<file path="config.mk">
export PLATFORM = sky130hd
export DESIGN_NAME = mac_learn_ctrl_flat
export DESIGN_NICKNAME = d
export VERILOG_FILES = /design/src/rtl/mac_learn_ctrl_if.sv /design/src/rtl/mac_learn_ctrl.sv /design/src/flat_wrapper.sv
export SDC_FILE = /design/constraint.sdc
export NUM_CORES = 1
export LEC_CHECK = 0
export ABC_AREA = 1
export CAP_MARGIN = 20
export CELL_PAD_IN_SITES_DETAIL_PLACEMENT = 0
export CELL_PAD_IN_SITES_GLOBAL_PLACEMENT = 1
export CORE_MARGIN = 4
export CORE_UTILIZATION = 36
export CTS_CLUSTER_SIZE = 20
export DETAILED_ROUTE_END_ITERATION = 10
export PLACE_DENSITY = 0.75
export SYNTH_ARGS = -nofsm -noshare
export SYNTH_HDL_FRONTEND = slang
export SYNTH_SLANG_ARGS = --single-unit
</file>
<file path="constraint.sdc">
create_clock -name clk -period 8.6 [get_ports clk]
set_input_delay 2.58 -clock clk [delete_from_list [all_inputs] [get_ports clk]]
set_output_delay 2.58 -clock clk [all_outputs]
set_load 0.02 [all_outputs]
</file>
<file path="src/rtl/mac_learn_ctrl_if.sv">
// mac_learn_ctrl_if: lookup-side and CAM-side handshake bundle for mac_learn_ctrl.
interface mac_learn_ctrl_if;
    logic        lk_req;
    logic [47:0] lk_src_mac;
    logic [47:0] lk_dst_mac;
    logic        lk_ready;
    logic        lk_ack;
    logic        lk_dst_hit;
    logic [5:0]  lk_dst_addr;
    logic        lk_src_new;
    logic        lk_err;
    logic        cam_init_req;
    logic        cam_init_ack;
    logic        cam_search;
    logic [47:0] cam_content;
    logic        cam_matched;
    logic        cam_mismatched;
    logic [5:0]  cam_match_addr;
    logic        cam_empty;
    logic        cam_wr_req;
    logic        cam_wr_ack;
    logic [5:0]  cam_wr_addr;
    logic        cam_refresh_req;
    logic [5:0]  cam_refresh_addr;
    logic        cam_refresh_ack;
    logic        cam_aging_req;
    logic        cam_aging_ack;
    modport master (
        input  lk_req, lk_src_mac, lk_dst_mac, cam_init_ack, cam_matched, cam_mismatched,
               cam_match_addr, cam_empty, cam_wr_ack, cam_wr_addr, cam_refresh_ack, cam_aging_ack,
        output lk_ready, lk_ack, lk_dst_hit, lk_dst_addr, lk_src_new, lk_err, cam_init_req,
               cam_search, cam_content, cam_wr_req, cam_refresh_req, cam_refresh_addr, cam_aging_req
    );
    modport slave (
        output lk_req, lk_src_mac, lk_dst_mac, cam_init_ack, cam_matched, cam_mismatched,
               cam_match_addr, cam_empty, cam_wr_ack, cam_wr_addr, cam_refresh_ack, cam_aging_ack,
        input  lk_ready, lk_ack, lk_dst_hit, lk_dst_addr, lk_src_new, lk_err, cam_init_req,
               cam_search, cam_content, cam_wr_req, cam_refresh_req, cam_refresh_addr, cam_aging_req
    );
endinterface

</file>
<file path="src/rtl/mac_learn_ctrl.sv">
// mac_learn_ctrl: per-frame dst search plus src refresh/learn, CAM init and periodic aging.
module mac_learn_ctrl #(
    parameter logic [31:0] AGING_PERIOD = 32'd1000000,
    parameter logic [7:0]  RSP_TIMEOUT  = 8'd16
) (
    input logic              clk,
    input logic              rst,
    mac_learn_ctrl_if.master bus
);
    localparam logic [3:0] INIT  = 4'd0;
    localparam logic [3:0] IDLE  = 4'd1;
    localparam logic [3:0] AGE   = 4'd2;
    localparam logic [3:0] DSRCH = 4'd3;
    localparam logic [3:0] DWAIT = 4'd4;
    localparam logic [3:0] SSRCH = 4'd5;
    localparam logic [3:0] SWAIT = 4'd6;
    localparam logic [3:0] WRITE = 4'd7;
    localparam logic [3:0] REFR  = 4'd8;
    localparam logic [3:0] DONE  = 4'd9;
    logic [3:0]  r_state;
    logic        r_go;
    logic [47:0] r_src;
    logic [47:0] r_dst;
    logic [7:0]  r_tmo;
    logic [31:0] r_timer;
    logic        r_age_pend;
    logic        r_seen_low;
    logic        r_hit;
    logic [5:0]  r_haddr;
    logic [5:0]  r_refr_addr;
    logic        r_dst_hit;
    logic [5:0]  r_dst_addr;
    logic        r_src_new;
    logic        r_err;
    logic [3:0]  w_next;
    logic        w_resp;
    logic        w_tmo;
    logic        w_accept;
    logic        w_expire;
    assign w_resp   = bus.cam_matched | bus.cam_mismatched;
    assign w_tmo    = r_tmo == RSP_TIMEOUT - 8'd1;
    assign w_accept = r_state == IDLE && !r_age_pend && bus.lk_req && r_seen_low;
    assign w_expire = r_state != INIT && r_timer == AGING_PERIOD - 32'd1;
    // r_go keeps cam_init_req low until the first edge after reset release
    assign bus.cam_init_req     = r_state == INIT && r_go;
    assign bus.lk_ready         = r_state == IDLE && !r_age_pend;
    assign bus.lk_ack           = r_state == DONE;
    assign bus.cam_search       = r_state == DSRCH || r_state == SSRCH;
    assign bus.cam_content      = r_state == DSRCH ? r_dst : (r_state == SSRCH || r_state == WRITE) ? r_src : 48'd0;
    assign bus.cam_wr_req       = r_state == WRITE;
    assign bus.cam_refresh_req  = r_state == REFR;
    assign bus.cam_refresh_addr = r_refr_addr;
    assign bus.cam_aging_req    = r_state == AGE;
    assign bus.lk_dst_hit       = r_dst_hit;
    assign bus.lk_dst_addr      = r_dst_addr;
    assign bus.lk_src_new       = r_src_new;
    assign bus.lk_err           = r_err;
    always_comb begin
        w_next = r_state;
        case (r_state)
            INIT:    w_next = (r_go && bus.cam_init_ack) ? IDLE : INIT;
            IDLE:    w_next = r_age_pend ? AGE : w_accept ? DSRCH : IDLE;
            AGE:     w_next = bus.cam_aging_ack ? IDLE : AGE;
            DSRCH:   w_next = DWAIT;
            DWAIT:   w_next = (w_resp || w_tmo) ? SSRCH : DWAIT;
            SSRCH:   w_next = SWAIT;
            SWAIT:   w_next = bus.cam_matched ? REFR : bus.cam_mismatched ? (bus.cam_empty ? WRITE : DONE) : w_tmo ? DONE : SWAIT;
            WRITE:   w_next = bus.cam_wr_ack ? DONE : WRITE;
            REFR:    w_next = bus.cam_refresh_ack ? DONE : REFR;
            DONE:    w_next = IDLE;
            default: w_next = INIT;
        endcase
    end
    always_ff @(posedge clk or posedge rst) begin
        if (rst) begin
            r_state     <= INIT;
            r_go        <= 1'b0;
            r_src       <= 48'd0;
            r_dst       <= 48'd0;
            r_tmo       <= 8'd0;
            r_timer     <= 32'd0;
            r_age_pend  <= 1'b0;
            r_seen_low  <= 1'b1;
            r_hit       <= 1'b0;
            r_haddr     <= 6'd0;
            r_refr_addr <= 6'd0;
            r_dst_hit   <= 1'b0;
            r_dst_addr  <= 6'd0;
            r_src_new   <= 1'b0;
            r_err       <= 1'b0;
        end else begin
            r_go    <= 1'b1;
            r_state <= w_next;
            if (w_accept) begin
                r_src <= bus.lk_src_mac;
                r_dst <= bus.lk_dst_mac;
            end
            r_tmo <= (r_state == DWAIT || r_state == SWAIT) ? r_tmo + 8'd1 : 8'd0;
            if (r_state == DWAIT && (w_resp || w_tmo)) begin
                r_hit   <= bus.cam_matched;
                r_haddr <= bus.cam_matched ? bus.cam_match_addr : 6'd0;
            end
            if (r_state == SWAIT && bus.cam_matched)
                r_refr_addr <= bus.cam_match_addr;
            // results are published together so they stay stable from one lk_ack to the next
            if (w_next == DONE && r_state != DONE) begin
                r_dst_hit  <= r_hit;
                r_dst_addr <= r_haddr;
                r_src_new  <= r_state == WRITE;
                r_err      <= r_state == SWAIT;
            end
            r_seen_low <= r_state != DONE && (r_seen_low || !bus.lk_req);
            if (r_state != INIT)
                r_timer <= w_expire ? 32'd0 : r_timer + 32'd1;
            r_age_pend <= w_expire || (r_age_pend && !(r_state == AGE && bus.cam_aging_ack));
        end
    end
endmodule

</file>
<file path="src/flat_wrapper.sv">
// flat-port wrapper written by rule: the top's interface ports become plain ports
module mac_learn_ctrl_flat 
#(
    parameter logic [31:0] AGING_PERIOD = 32'd1000000,
    parameter logic [7:0]  RSP_TIMEOUT  = 8'd16
)
  (clk, rst, bus_lk_req, bus_lk_src_mac, bus_lk_dst_mac, bus_cam_init_ack, bus_cam_matched, bus_cam_mismatched, bus_cam_match_addr, bus_cam_empty, bus_cam_wr_ack, bus_cam_wr_addr, bus_cam_refresh_ack, bus_cam_aging_ack, bus_lk_ready, bus_lk_ack, bus_lk_dst_hit, bus_lk_dst_addr, bus_lk_src_new, bus_lk_err, bus_cam_init_req, bus_cam_search, bus_cam_content, bus_cam_wr_req, bus_cam_refresh_req, bus_cam_refresh_addr, bus_cam_aging_req);
  mac_learn_ctrl_if bus_i ();
  input logic clk;
  input logic rst;
  input wire logic [$bits(bus_i.lk_req)-1:0] bus_lk_req;
  input wire logic [$bits(bus_i.lk_src_mac)-1:0] bus_lk_src_mac;
  input wire logic [$bits(bus_i.lk_dst_mac)-1:0] bus_lk_dst_mac;
  input wire logic [$bits(bus_i.cam_init_ack)-1:0] bus_cam_init_ack;
  input wire logic [$bits(bus_i.cam_matched)-1:0] bus_cam_matched;
  input wire logic [$bits(bus_i.cam_mismatched)-1:0] bus_cam_mismatched;
  input wire logic [$bits(bus_i.cam_match_addr)-1:0] bus_cam_match_addr;
  input wire logic [$bits(bus_i.cam_empty)-1:0] bus_cam_empty;
  input wire logic [$bits(bus_i.cam_wr_ack)-1:0] bus_cam_wr_ack;
  input wire logic [$bits(bus_i.cam_wr_addr)-1:0] bus_cam_wr_addr;
  input wire logic [$bits(bus_i.cam_refresh_ack)-1:0] bus_cam_refresh_ack;
  input wire logic [$bits(bus_i.cam_aging_ack)-1:0] bus_cam_aging_ack;
  output wire logic [$bits(bus_i.lk_ready)-1:0] bus_lk_ready;
  output wire logic [$bits(bus_i.lk_ack)-1:0] bus_lk_ack;
  output wire logic [$bits(bus_i.lk_dst_hit)-1:0] bus_lk_dst_hit;
  output wire logic [$bits(bus_i.lk_dst_addr)-1:0] bus_lk_dst_addr;
  output wire logic [$bits(bus_i.lk_src_new)-1:0] bus_lk_src_new;
  output wire logic [$bits(bus_i.lk_err)-1:0] bus_lk_err;
  output wire logic [$bits(bus_i.cam_init_req)-1:0] bus_cam_init_req;
  output wire logic [$bits(bus_i.cam_search)-1:0] bus_cam_search;
  output wire logic [$bits(bus_i.cam_content)-1:0] bus_cam_content;
  output wire logic [$bits(bus_i.cam_wr_req)-1:0] bus_cam_wr_req;
  output wire logic [$bits(bus_i.cam_refresh_req)-1:0] bus_cam_refresh_req;
  output wire logic [$bits(bus_i.cam_refresh_addr)-1:0] bus_cam_refresh_addr;
  output wire logic [$bits(bus_i.cam_aging_req)-1:0] bus_cam_aging_req;
  assign bus_i.lk_req = bus_lk_req;
  assign bus_i.lk_src_mac = bus_lk_src_mac;
  assign bus_i.lk_dst_mac = bus_lk_dst_mac;
  assign bus_i.cam_init_ack = bus_cam_init_ack;
  assign bus_i.cam_matched = bus_cam_matched;
  assign bus_i.cam_mismatched = bus_cam_mismatched;
  assign bus_i.cam_match_addr = bus_cam_match_addr;
  assign bus_i.cam_empty = bus_cam_empty;
  assign bus_i.cam_wr_ack = bus_cam_wr_ack;
  assign bus_i.cam_wr_addr = bus_cam_wr_addr;
  assign bus_i.cam_refresh_ack = bus_cam_refresh_ack;
  assign bus_i.cam_aging_ack = bus_cam_aging_ack;
  assign bus_lk_ready = bus_i.lk_ready;
  assign bus_lk_ack = bus_i.lk_ack;
  assign bus_lk_dst_hit = bus_i.lk_dst_hit;
  assign bus_lk_dst_addr = bus_i.lk_dst_addr;
  assign bus_lk_src_new = bus_i.lk_src_new;
  assign bus_lk_err = bus_i.lk_err;
  assign bus_cam_init_req = bus_i.cam_init_req;
  assign bus_cam_search = bus_i.cam_search;
  assign bus_cam_content = bus_i.cam_content;
  assign bus_cam_wr_req = bus_i.cam_wr_req;
  assign bus_cam_refresh_req = bus_i.cam_refresh_req;
  assign bus_cam_refresh_addr = bus_i.cam_refresh_addr;
  assign bus_cam_aging_req = bus_i.cam_aging_req;
  mac_learn_ctrl #(.AGING_PERIOD(AGING_PERIOD), .RSP_TIMEOUT(RSP_TIMEOUT)) u_core (.clk(clk), .rst(rst), .bus(bus_i));
endmodule
</file>
Word level (Yosys, flattened, before mapping)
Index checks and enable logic that the tools add are counted.
{"block": "totals", "regBits": 165, "input_bits": 118, "output_inout_bits": 70, "word_cells": 71}
{"block": "classes", "add_sub_neg": 2, "n_eq_ne": 13, "muxes": 17, "bitwise_logic": 1, "reduce_logical": 23}
{"op": "two-way mux 48 bit", "n": 2}
{"op": "one-hot mux 4 bit (10 select lines)", "n": 1}
{"op": "adder 32 x 1 -> 32 bit (second input constant)", "n": 1}
{"op": "equality test 32 x 20 -> 1 bit (second input constant)", "n": 1}
{"op": "two-way mux 32 bit", "n": 1}
{"op": "two-way mux 4 bit", "n": 6}
{"op": "equality test 4 x 3 -> 1 bit (second input constant)", "n": 4}
{"op": "equality test 4 bit (second input constant)", "n": 3}
{"op": "logical AND 1 bit", "n": 12}
{"op": "adder 8 x 1 -> 8 bit (second input constant)", "n": 1}
{"op": "equality test 4 x 2 -> 1 bit (second input constant)", "n": 2}
{"op": "equality test 8 x 4 -> 1 bit (second input constant)", "n": 1}
{"op": "two-way mux 8 bit", "n": 1}
{"op": "logical OR 1 bit", "n": 6}
{"op": "two-way mux 6 bit", "n": 1}
{"op": "equality test 4 x 1 -> 1 bit (second input constant)", "n": 1}
{"op": "logical NOT 4 bit", "n": 1}
{"op": "two-way mux 2 bit", "n": 2}
{"op": "!= test 4 bit (second input constant)", "n": 1}
{"op": "nonzero test 4 bit", "n": 1}
{"op": "logical NOT 1 bit", "n": 3}
{"op": "two-way mux 1 bit", "n": 3}
{"op": "OR 1 bit", "n": 1}

Depth between registers and ports, before layout
{"block": "logic_depth", "word_depth": 9, "mapped_depth": 10, "ltp_nobuf": 10}

Worst setup path after synthesis
OpenSTA, ideal clock, no wires.
{"block": "synth_path", "path_type": "register -> output", "from": "reg u_core.r_state[1]", "to": "out bus_cam_content[9]", "arrival_ps": 1530, "t_required_ps": 6020, "path_slack_ps": 4490, "path_stages_with_launch": 6, "path_buffers": 1, "cell_sequence": "dfrtp_1 > nand2_1 > nor2_4 > inv_2 > clkbuf_1 > o21ai_0"}
{"block": "synth_between", "elab_chain_cells": 4, "elab_cells_between_ends": 6, "cone_classes": "3 x eq/ne; 2 x mux; 1 x reduce/logical"}
{"element": "from (decl)", "line": "mac_learn_ctrl.sv:20", "source": "logic [3:0] r_state;"}
{"element": "from (signal assigned)", "line": "mac_learn_ctrl.sv:93", "source": "r_state <= w_next;"}
{"element": "equality test 4 x 3 -> 1 bit", "line": "mac_learn_ctrl.sv:49", "source": "assign bus.cam_content = r_state == DSRCH ? r_dst : (r_state == SSRCH || r_state == WRITE) ? r_src : 48'd0;"}
{"element": "logical OR 1 bit", "line": "mac_learn_ctrl.sv:49"}
{"element": "two-way mux 48 bit", "line": "mac_learn_ctrl.sv:49"}
{"element": "two-way mux 48 bit *", "line": "mac_learn_ctrl.sv:49"}
{"element": "to (decl)", "line": "flat_wrapper.sv:31", "source": "output wire logic [$bits(bus_i.cam_content)-1:0] bus_cam_content;"}
Mark *: on every way between the ends. The rest lies on a longest branch, timed or not.

Final worst setup path
{"block": "layout_path", "from": "reg u_core.r_state[0]", "to": "out bus_cam_content[20]"}
Same word-level chain as after synthesis.

==> impl_summary.log <==
[metrics] largest cells by area after synthesis: dfrtp_1 52%, nand2_1 14%, o21ai_0 7.1%
[metrics] highest achievable clock rate: 0.1726 GHz
[metrics] count of filler cells inserted in the layout: 2170
[metrics] clock buffer depth: 2
[metrics] R2R cell count: 7
[metrics] worst-skew pair later-pin latency: 0.43 ns
[metrics] worst endpoint required time: 6.02 ns
[metrics] number of nets produced by synthesis: 1115
[metrics] H-tree levels: 4
[metrics] final setup fails: 0
[metrics] worst IR drop on VDD: 0.0001248 V
[metrics] Detail Route Antenna Nets: 0
[metrics] min cycle time layout: 5.792 ns
[metrics] Slowest Stage Delay on Critical Path: 0.82 ns
[metrics] startpoint class of the critical path: flop
[metrics] sum of negative setup slack: 0 ns
[metrics] setup repair after global routing missed its margin: false
[metrics] CTS tree: built
[metrics] Cell Pwr Density: 284.7 mW/mm^2
[metrics] via count: 6829
[metrics] cell count after synthesis: 995
[metrics] type of destination of the critical path: primary output
[metrics] summed area of non-filler cells in the final layout: 0.01054 sq mm
[metrics] type of the worst setup path: reg -> out
[metrics] worst-case setup margin in the final layout: 2.808 ns
[metrics] register bit total from synthesis: 165
[metrics] met1 GRT Util: 25.27%
[metrics] met3 track demand over resource: 3.872%
[metrics] share of flip-flops with an asynchronous set or reset: 100.0%
[metrics] total number of yosys warnings: 0
[metrics] number of antenna violations at the first check in global routing: 1
[metrics] wire length of the first global-routing pass: 34330 microns
[metrics] total inserted antenna cells: 0
[metrics] share of the yosys chip area belonging to registers: 52.13%
[metrics] TritonCTS sink count: 165
[metrics] via count of the first global-routing pass: 6579
[metrics] total half-perimeter wirelength after legalization and detailed placement: 14930 microns
[metrics] combined global-route utilization of all metal layers: 17.42%
[metrics] static leakage: 4.779 nW
[metrics] grt peak-use layer: met2
[metrics] headroom to the max-slew limit: 36.25%
[metrics] count of cell types in the netlist: 37
[metrics] cell depth of the worst hold path: 1
[metrics] root cell of the clock tree: clkbuf_16
[metrics] Post-synth EDFFs: 0
[metrics] max-slew violation total from the final report: 0
[metrics] WL/cell: 14.66 microns
[metrics] worst min-delay path class: reg -> reg
[metrics] cell type with the largest total area after synthesis: dfrtp_1
[metrics] total area of multi-input combinational cells: 0.003090 sq mm
[metrics] met2 usage in global routing: 26.76%
[metrics] via density per instance: 4.690
[metrics] Initial Utilization: 36.42%
[metrics] Most used DFF post-synth: dfrtp_1
[metrics] max-cap violations: 0
[metrics] fraction of final layout cells sized beyond drive strength 1: 5.187%
[metrics] critical path, cell by cell: nand2_1 > nor2_4 > inv_2 > o22ai_1 > clkdlybuf4s50_1
[metrics] total cell area at the placement stage: 0.009933 sq mm
[metrics] setup slack after placement: 3.240 ns
[metrics] fin crit share: 67.35%
[metrics] Reg area: 0.004130 sq mm
[metrics] I/O pin total: 188
[metrics] initial DRC count: 433
[metrics] mean instance size in the synthesized netlist: 7.962 sq um
[metrics] number of hold-slack violations in the final timing report: 0
[metrics] Least-Margin Pin Slew: 0.9563 ns
[metrics] cts repair resizes: 0
[metrics] standard-cell row count: 54
[metrics] Worst Clk Skew: 0.009660 ns
[metrics] Die X-Extent: 156.4 microns
[metrics] Chip Height: 156.4 microns
[metrics] nets@finish: 1283
[metrics] pin count of the biggest net entering global routing: 122
[metrics] Worst path slowest cell: dfrtp_1
[metrics] area of the placeable core: 0.02176 sq mm
[metrics] TritonRoute pass-1 iters: 5
[metrics] wire length reported by the detailed router: 21350 microns
[metrics] final estimated routing congestion in global placement: 0.8331
[metrics] Inserted Clock Buffers: 17
[metrics] clock transition at the registers of the reported paths: 0.07 ns
[metrics] count of buffers inserted at the top-level ports: 181
[metrics] data arrival time of the critical path: 3.21 ns
[metrics] Hold-fix buffers, CTS: 0
[metrics] floorplan die area: 0.02445 sq mm
[metrics] critical-path maximum fanout: 40
[metrics] buffers inserted by post-CTS timing repair: 0
[metrics] result of the run: completed
[metrics] count of unresolved DRC violations after routing: 0
[metrics] area of the mapped netlist: 0.007923 sq mm
[metrics] leftover overflow at the end of global routing: 0
[metrics] portion of synthesized cell area occupied by the leading cell type: 51.80%
[metrics] synth-to-layout area growth: 33.07%
[flip-flops by register name, indices dropped and copies added, names as in the netlist]
| register | count |
|---|---|
| u_core.r_timer | 32 |
| u_core.r_src | 48 |
| u_core.bus.lk_err | 1 |
| u_core.r_dst | 48 |
| u_core.r_hit | 1 |
| u_core.bus.lk_dst_hit | 1 |
| u_core.r_haddr | 6 |
| u_core.r_state | 4 |
| u_core.r_age_pend | 1 |
| u_core.r_seen_low | 1 |
| u_core.bus.lk_dst_addr | 6 |
| u_core.r_tmo | 8 |
| u_core.bus.lk_src_new | 1 |
| u_core.r_go | 1 |
| u_core.bus.cam_refresh_addr | 6 |
[cell usage in the layout, fill, tap and decap left out, types with 2 or more instances in the layout]
master / netlist / layout
nand2_1: 293 / 292
clkdlybuf4s50_1: 0 / 181
dfrtp_1: 164 / 164
inv_1: 133 / 132
o21ai_0: 113 / 113
nor2_1: 77 / 76
nand3_1: 58 / 58
o22ai_1: 29 / 29
clkbuf_16: 0 / 17
nand4_1: 14 / 14
nor3_1: 12 / 12
nor2_4: 6 / 7
xor2_1: 7 / 7
a21oi_1: 7 / 7
xnor2_1: 7 / 7
o21ai_1: 6 / 6
inv_2: 5 / 5
inv_6: 0 / 5
nand2_4: 4 / 4
nand3b_1: 3 / 3
inv_8: 0 / 3
nand2_2: 1 / 2
a31oi_1: 2 / 2
o211ai_1: 2 / 2
nor3b_1: 2 / 2
and3_1: 2 / 2
ha_1: 2 / 2
clkbuf_8: 0 / 2
clkinv_4: 0 / 2
clkinvlp_4: 0 / 2
buf_12: 0 / 2
[cells by family after synthesis]
logic type	synth area share, %
buffers and inverters	8.986
AO/OA/AOI/OAI	11.02
AND/OR/NAND/NOR	25.95
adder cells (fa/ha/maj)	0.3158
other	0.04733
XOR/XNOR	1.548
flip-flops	52.13
[stage by stage]
stage	utilization, %	power [mW]	cells	hold slack, ns
final	48.46	3.001	1456	0.4637
after global routing	48.46	3.224	1456	0.4847
after CTS	48.37	3.040	1455	0.4668
after detailed placement	45.66	2.254	1423	0.4575
after global placement	45.66	2.236	1423	0.4520
after floorplan	-	1.868	995	0.4331
[path summary, 6_finish.rpt]
path / to / slack, ns / startpoint
min in group asynchronous: u_core.r_src[39]$_DFFE_PP0P_ / 2.74 / rst
max: bus_cam_content[20] / 2.81 / u_core.r_state[0]$_DFF_PP0_
max reg2reg: u_core.r_timer[3]$_DFFE_PP0N_ / 6.23 / u_core.r_state[0]$_DFF_PP0_
min reg2reg: u_core.r_tmo[0]$_DFF_PP0_ / 0.46 / u_core.r_tmo[0]$_DFF_PP0_
min: u_core.r_tmo[0]$_DFF_PP0_ / 0.46 / u_core.r_tmo[0]$_DFF_PP0_
max in group asynchronous: u_core.r_src[0]$_DFFE_PP0P_ / 4.45 / rst
[power by group]
part	total, mW	internal, mW	leakage [nW]	switching, mW
Clock	0.768	0.424	0.287	0.343
Combinational	1.06	0.400	2.38	0.657
Sequential	1.18	1.06	2.11	0.120
Total	3.00	1.88	4.78	1.12
[cell usage after synthesis, types with 11 or more instances]
cell type and number:
nand4_1 14, nor2_1 77, o21ai_0 113, nand2_1 293, buf_4 13, nand3_1 58, clkbuf_1 11, buf_2 11
nor3_1 12, o22ai_1 29, inv_1 133, dfrtp_1 164
[metal layers]
layer | up-vias | wire length [microns]
li1 | 3502 | -
met1 | 3159 | 10550
met2 | 148 | 9352
met3 | 18 | 1225
met4 | 2 | 209
met5 | - | 13
[critical path, delay by kind of cell (launching register included)]
kind | cells | cell delay, ns
DFF | 1 | 0.82
buffers and inverters | 2 | 1.07
and+or+nand+nor | 2 | 0.54
AOI/OAI and AO/OA | 1 | 0.32
[area by class of cell]
cell class,count,share of cell area (%)
sequential,165,39.18
multi-input combinational,657,29.31
timing repair buffer,184,17.64
inverter,138,4.961
clock buffer,19,4.296
tap,280,3.323
clock inverter,13,1.294
Power figures use the tool's default switching activity.
